$ cat src/rtl/register_file_8reg_pkg.sv
// register_file_8reg_pkg: shared CPU register-file constants and types
package register_file_8reg_pkg;
    localparam int REG_WIDTH = 32;
    localparam int NUM_REGS  = 8;
    localparam int REG_SEL_W = 3;
    typedef logic [REG_SEL_W-1:0] reg_sel_t;
    typedef logic [REG_WIDTH-1:0] word_t;
endpackage

$ cat src/rtl/register_file_8reg_reg_word.sv
// reg_word: one data register with load enable and asynchronous active-high clear
module reg_word
    import register_file_8reg_pkg::*;
#(
    parameter int WIDTH = REG_WIDTH
)(
    input  logic             clk,
    input  logic             rst,
    input  logic             ld,
    input  logic [WIDTH-1:0] d,
    output logic [WIDTH-1:0] q
);
    // Clear immediately on reset, otherwise capture d on an enabled edge
    always_ff @(posedge clk or posedge rst) begin
        if (rst)
            q <= '0;
        else if (ld)
            q <= d;
    end
endmodule

$ cat src/rtl/register_file_8reg.sv
// register_file_8reg: 8x32 register file, one synchronous write port, two combinational read ports
module register_file_8reg
    import register_file_8reg_pkg::*;
#(
    parameter int WIDTH = REG_WIDTH,
    parameter int NREGS = NUM_REGS,
    parameter int SELW  = REG_SEL_W
)(
    input  logic             clk,
    input  logic             reset,
    input  logic [WIDTH-1:0] Input,
    input  logic [SELW-1:0]  seti,
    input  logic             WR,
    input  logic [SELW-1:0]  seto1,
    input  logic [SELW-1:0]  seto2,
    output logic [WIDTH-1:0] Output1,
    output logic [WIDTH-1:0] Output2
);
    logic [NREGS-1:0] ld;
    logic [WIDTH-1:0] regs [NREGS];

    // Decode the write select into one-hot load enables, all low unless WR
    always_comb ld = WR ? NREGS'(1) << seti : '0;

    for (genvar i = 0; i < NREGS; i++) begin : g_word
        reg_word #(.WIDTH(WIDTH)) u_word (
            .clk(clk),
            .rst(reset),
            .ld (ld[i]),
            .d  (Input),
            .q  (regs[i])
        );
    end

    // Two independent read muxes; no bypass, so a write shows only after its edge
    always_comb begin
        Output1 = regs[seto1];
        Output2 = regs[seto2];
    end
endmodule

$ cat config.mk
export PLATFORM = sky130hd
export DESIGN_NAME = register_file_8reg
export DESIGN_NICKNAME = d
export VERILOG_FILES = /design/src/rtl/register_file_8reg_pkg.sv /design/src/rtl/register_file_8reg_reg_word.sv /design/src/rtl/register_file_8reg.sv
export SDC_FILE = /design/constraint.sdc
export NUM_CORES = 1
export LEC_CHECK = 0
export CAP_MARGIN = 20
export CORE_AREA = 2 2 169 171
export CTS_CLUSTER_SIZE = 8
export DETAILED_ROUTE_END_ITERATION = 6
export DIE_AREA = 0 0 171 173
export HOLD_SLACK_MARGIN = 0.12
export PLACE_DENSITY_LB_ADDON = 0.08
export SYNTH_ARGS = -nofsm -noshare
export SYNTH_HDL_FRONTEND = slang
export SYNTH_HIERARCHICAL = 1
export SYNTH_SLANG_ARGS = --single-unit
$ cat constraint.sdc
create_clock -name clk -period 4.8 [get_ports clk]
set_input_delay 0.96 -clock clk [delete_from_list [all_inputs] [get_ports clk]]
set_output_delay 0.96 -clock clk [all_outputs]
set_load 0.02 [all_outputs]
# Word-level counts from Yosys, hierarchy flattened
# Index checks and enable logic that the tools add are counted.
dict set report totals {
  regBits 256
  out_inout_bits 64
  elab_cells 20
  in_bits 44
}
dict set report classes {
  muxes 7
  n_shift 1
  magnitude_cmp 2
  n_bitwise 2
}
# operator count
set op_table {}
lappend op_table {{binary-select mux 32 bit (select 3 bit)} 2}
lappend op_table {{two-way mux 32 bit} 4}
lappend op_table {{>= comparator 4 bit, second input constant} 2}
lappend op_table {{two-way mux 8 bit} 1}
lappend op_table {{NOT 3 -> 4 bit} 2}
lappend op_table {{<< shifter 1 x 3 -> 8 bit, first input constant} 1}

# Logic depth before layout (Yosys ltp)
dict set report depth {
  ltp_word 4
  depth_mapped 5
}

# Hierarchy
# Netlist, hierarchy kept.
# mod area_each_um2 cells_each n_inst
set modules_own_cells {}
lappend modules_own_cells {reg_word 1348.8 69 8}
lappend modules_own_cells {register_file_8reg 4217.8 241 1}

# Worst setup path before layout
# No wires, ideal clock.
dict set report synth_path {
  path_kind {input-to-output}
  startpoint {input seto1[0]}
  endpoint {output Output1[0]}
  cell_stages 4
  t_arrival_ns 2.114
  path_slack_ns 1.726
  path_buffers 2
  cell_sequence {buf_6 > buf_6 > mux4_1 > mux2_2}
}
dict set report synth_between {
  elab_chain_len 4
}
# element line
set synth_lines {}
lappend synth_lines {{start: declaration} register_file_8reg.sv:14} ;# input logic [SELW-1:0] seto1,
lappend synth_lines {{NOT 3 -> 4 bit (implied by the code)} register_file_8reg.sv:37} ;# Output1 = regs[seto1];
lappend synth_lines {{binary-select mux 32 bit (select 3 bit)} register_file_8reg.sv:37}
lappend synth_lines {{two-way mux 32 bit (implied by the code) (2 in series)} register_file_8reg.sv:37}
lappend synth_lines {{end: declaration} register_file_8reg.sv:16} ;# output logic [WIDTH-1:0] Output1,
# No other way between the ends. The select of a mux whose other input is x is not followed.

# Final worst setup path
dict set report layout_path {
  startpoint {input seto2[0]}
  endpoint {output Output2[13]}
}
dict set report layout_between {
  elab_chain_len 4
}
# element line
set layout_lines {}
lappend layout_lines {{start: declaration} register_file_8reg.sv:15} ;# input logic [SELW-1:0] seto2,
lappend layout_lines {{NOT 3 -> 4 bit (implied by the code)} register_file_8reg.sv:38} ;# Output2 = regs[seto2];
lappend layout_lines {{binary-select mux 32 bit (select 3 bit)} register_file_8reg.sv:38}
lappend layout_lines {{two-way mux 32 bit (implied by the code) (2 in series)} register_file_8reg.sv:38}
lappend layout_lines {{end: declaration} register_file_8reg.sv:17} ;# output logic [WIDTH-1:0] Output2
# No other way between the ends. The select of a mux whose other input is x is not followed.

==> flow_summary.ini <==
[cells_and_area]
largest_reg_flops = 256
drive_gt1_share_pct = 49.9
layout-area-overhead-vs-synth_pct = 13.7
n_antenna_cell = 0
post-route-cell-area_um2 = 17100
top_register = g_word.u_word/q
final_nets = 942
final_util_pct = 61.8
fin_cells = 1277
top_regs = g_word.u_word/q x256
mostFrequentLayoutCell = dfrtp_1
layout.cells.most_common_list = 256 x dfrtp_1, 240 x mux2_4, 101 x clkdlybuf4s50_1

[power_and_ir_drop]
p_comb_share_pct = 29.5
sw_frac_of_total_pct = 27.2
power.static_leakage_nw = 7.37
power_switching_mw = 2.06
power_per_cell_area_nw_per_um2 = 444
p_int_mw = 5.51
worst_ir_drop_vdd_v = 0.000237
clkPwrFrac_pct = 30.5
flop_pwr_share_pct = 40.0
design_power_total_mw = 7.57

[route]
drtAntennaViolNets = 0
met1Wirelength_um = 17200
num_vias = 8112
viasPerCell = 6.35
wl_met3_um = 2060
finalWirelength_um = 38200
met2WireLength_um = 18400
drc_errors = 0
drt_pre_antenna_iters = 5
drt-wirelength-per-cell_um = 29.9
top_layer_used = met5
drt_first_iter_violations = 597

[setup_path]
end_kind = primary output
flop_to_flop_setup_slack_ps = 3990
start_kind = input port
timing.critical_path.slowest_cell_delay_ps = 560
worst_r2r_path_depth = 1
critical_path.most_common_cell = buf_4
cp_cell_sequence = buf_4 -> buf_4 -> mux4_1 -> mux2_2 -> clkdlybuf4s50_1
worstSetupPathType = in2out
arrival_ps = 3170
crit_fanout = 24
worst_path_max_delay_cell = mux4_1
critical_path.reg2reg.endpoint = g_word[6].u_word/q[13]
worstReg2RegStart = g_word[6].u_word/q[13]
worst_setup_path_startpoint = seto2[0]
cp_data_required_time_ps = 3840

[global_routing]
grt_max_degree = 65
grt_pass1_vias = 9035
antenna_found_initial = 1
grt_first_pass_wirelength_um = 58500
globalRouteTotalUtil_pct = 26.6
grt_overflow_total = 0

[sta]
setup_viol = 0
maxClockFrequency_ghz = 0.242
finalMaxSlewViolations = 0
rsz0062_at_grt = false
hold-worst-slack_ps = 522
timing.slew.headroom_pct = 42.2
setup-tns-final_ps = 0
timing_hold_violations_final = 0
post-route-min-period_ps = 4130
setup_slack_ps = 669
fin_worst_skew_ps = 0
max_slew.worst_pin.slew_ps = 862
finalCritPeriodShare_pct = 86.1

[hold_path]
min_delay_path_depth = 1
timing.hold.worst.start = g_word[5].u_word/q[31]
min-delay-path-class = reg2reg
min_delay_worst_endpoint = g_word[5].u_word/q[31]

[synthesis]
synth-seq-cells = 256
portion_of_synthesized_cell_area_occupied_by_the_leading_cell_type_pct = 42.7
synth_cells = 793
synth_cell_type_count = 15
synth_area_per_cell_um2 = 18.9
mappedNetlistArea_um2 = 15000
synth_sequential_area_ratio_pct = 42.7
synth_fp_nets = 837
synthDominantAreaCellType = dfrtp_1
synth_top_cells_by_area = dfrtp_1 43%, mux2_4 24%, mux4_1 14%
yosysWarningCount = 6

[place]
place.gp.congestion = 0.812
dp.cells = 1237
port-buffer-count = 107
post_dp_cell_area_um2 = 16100
pre_cts_ws_ps = 666
detailedPlacementHpwl_um = 21600

[cts]
post_cts_resized = 0
cts.path.max_buffers = 3
cts.htree.levels = 2
clkLatencyLatePin_ps = 500
tritoncts.num_buffers = 37
cts_num_sinks = 256
ctsHoldBuffers = 0
post-cts-setup-buffer-count = 0
tritoncts = done
path_clk_slew_ps = 50
clockRootBuffer = clkbuf_16

[die]
core_um2 = 27600
dieHeight_um = 173
ios = 108
floorplan.initialDensity_pct = 54.3
num_rows = 61
fp.dieW_um = 171
fp.dieArea_um2 = 29600

[status]
run_status = finished, final reports clean

[job]
cap_violations = 0
## how the worst max path moves through the flow
stage                             end  slack, ps
after CTS                 Output2[15]        660
after detailed placement  Output2[13]        670
after global routing      Output2[15]        590
final                     Output2[13]        670
after floorplan            Output1[0]       1730
after global placement    Output2[13]        670
## power by group through the flow
stage	clock network (mW)	logic (mW)	registers [mW]
finish	2.31	2.23	3.03
global route	2.46	2.35	3.08
CTS	2.37	2.25	3.02
detailed placement	0	2.24	3.04
global placement	0	2.19	2.97
floorplan	0	1.65	2.89
## worst max-delay path: cells and delay by family
family | cells | cell delay (ps)
buffers and inverters | 3 | 1290
multiplexers | 2 | 880
## cell type report
| class | count | area [µm²] |
|---|---|---|
| clock inverters | 1 | 8.76 |
| clock buffers | 39 | 976 |
| multi-input cells | 461 | 7800 |
| flip-flops and latches | 256 | 6410 |
| inverters | 8 | 30.0 |
| repair buffers | 134 | 1370 |
| fillers | 2014 | 10600 |
| well taps | 378 | 473 |
## cells in the mapped netlist (all sizes together)
master,instances
buf,66
clkbuf,2
dfrtp,256
inv,8
mux2,320
mux4,128
nand2,2
nand2b,3
nor2,6
nor3,2
## logic make-up after synthesis
family	count (synthesis)	share of synthesized area [%]
multiplexers	448	51.2
flip-flops	256	42.7
buffers and inverters	76	5.70
AND/OR/NAND/NOR	13	0.392
## routing by layer
metal	track usage, %	vias to the layer above
li1	-	3342
met1	38.7	4416
met2	42.5	297
met5	0	-
met3	4.90	55
met4	4.80	2
Note: power is estimated with default switching activity, not from simulation.
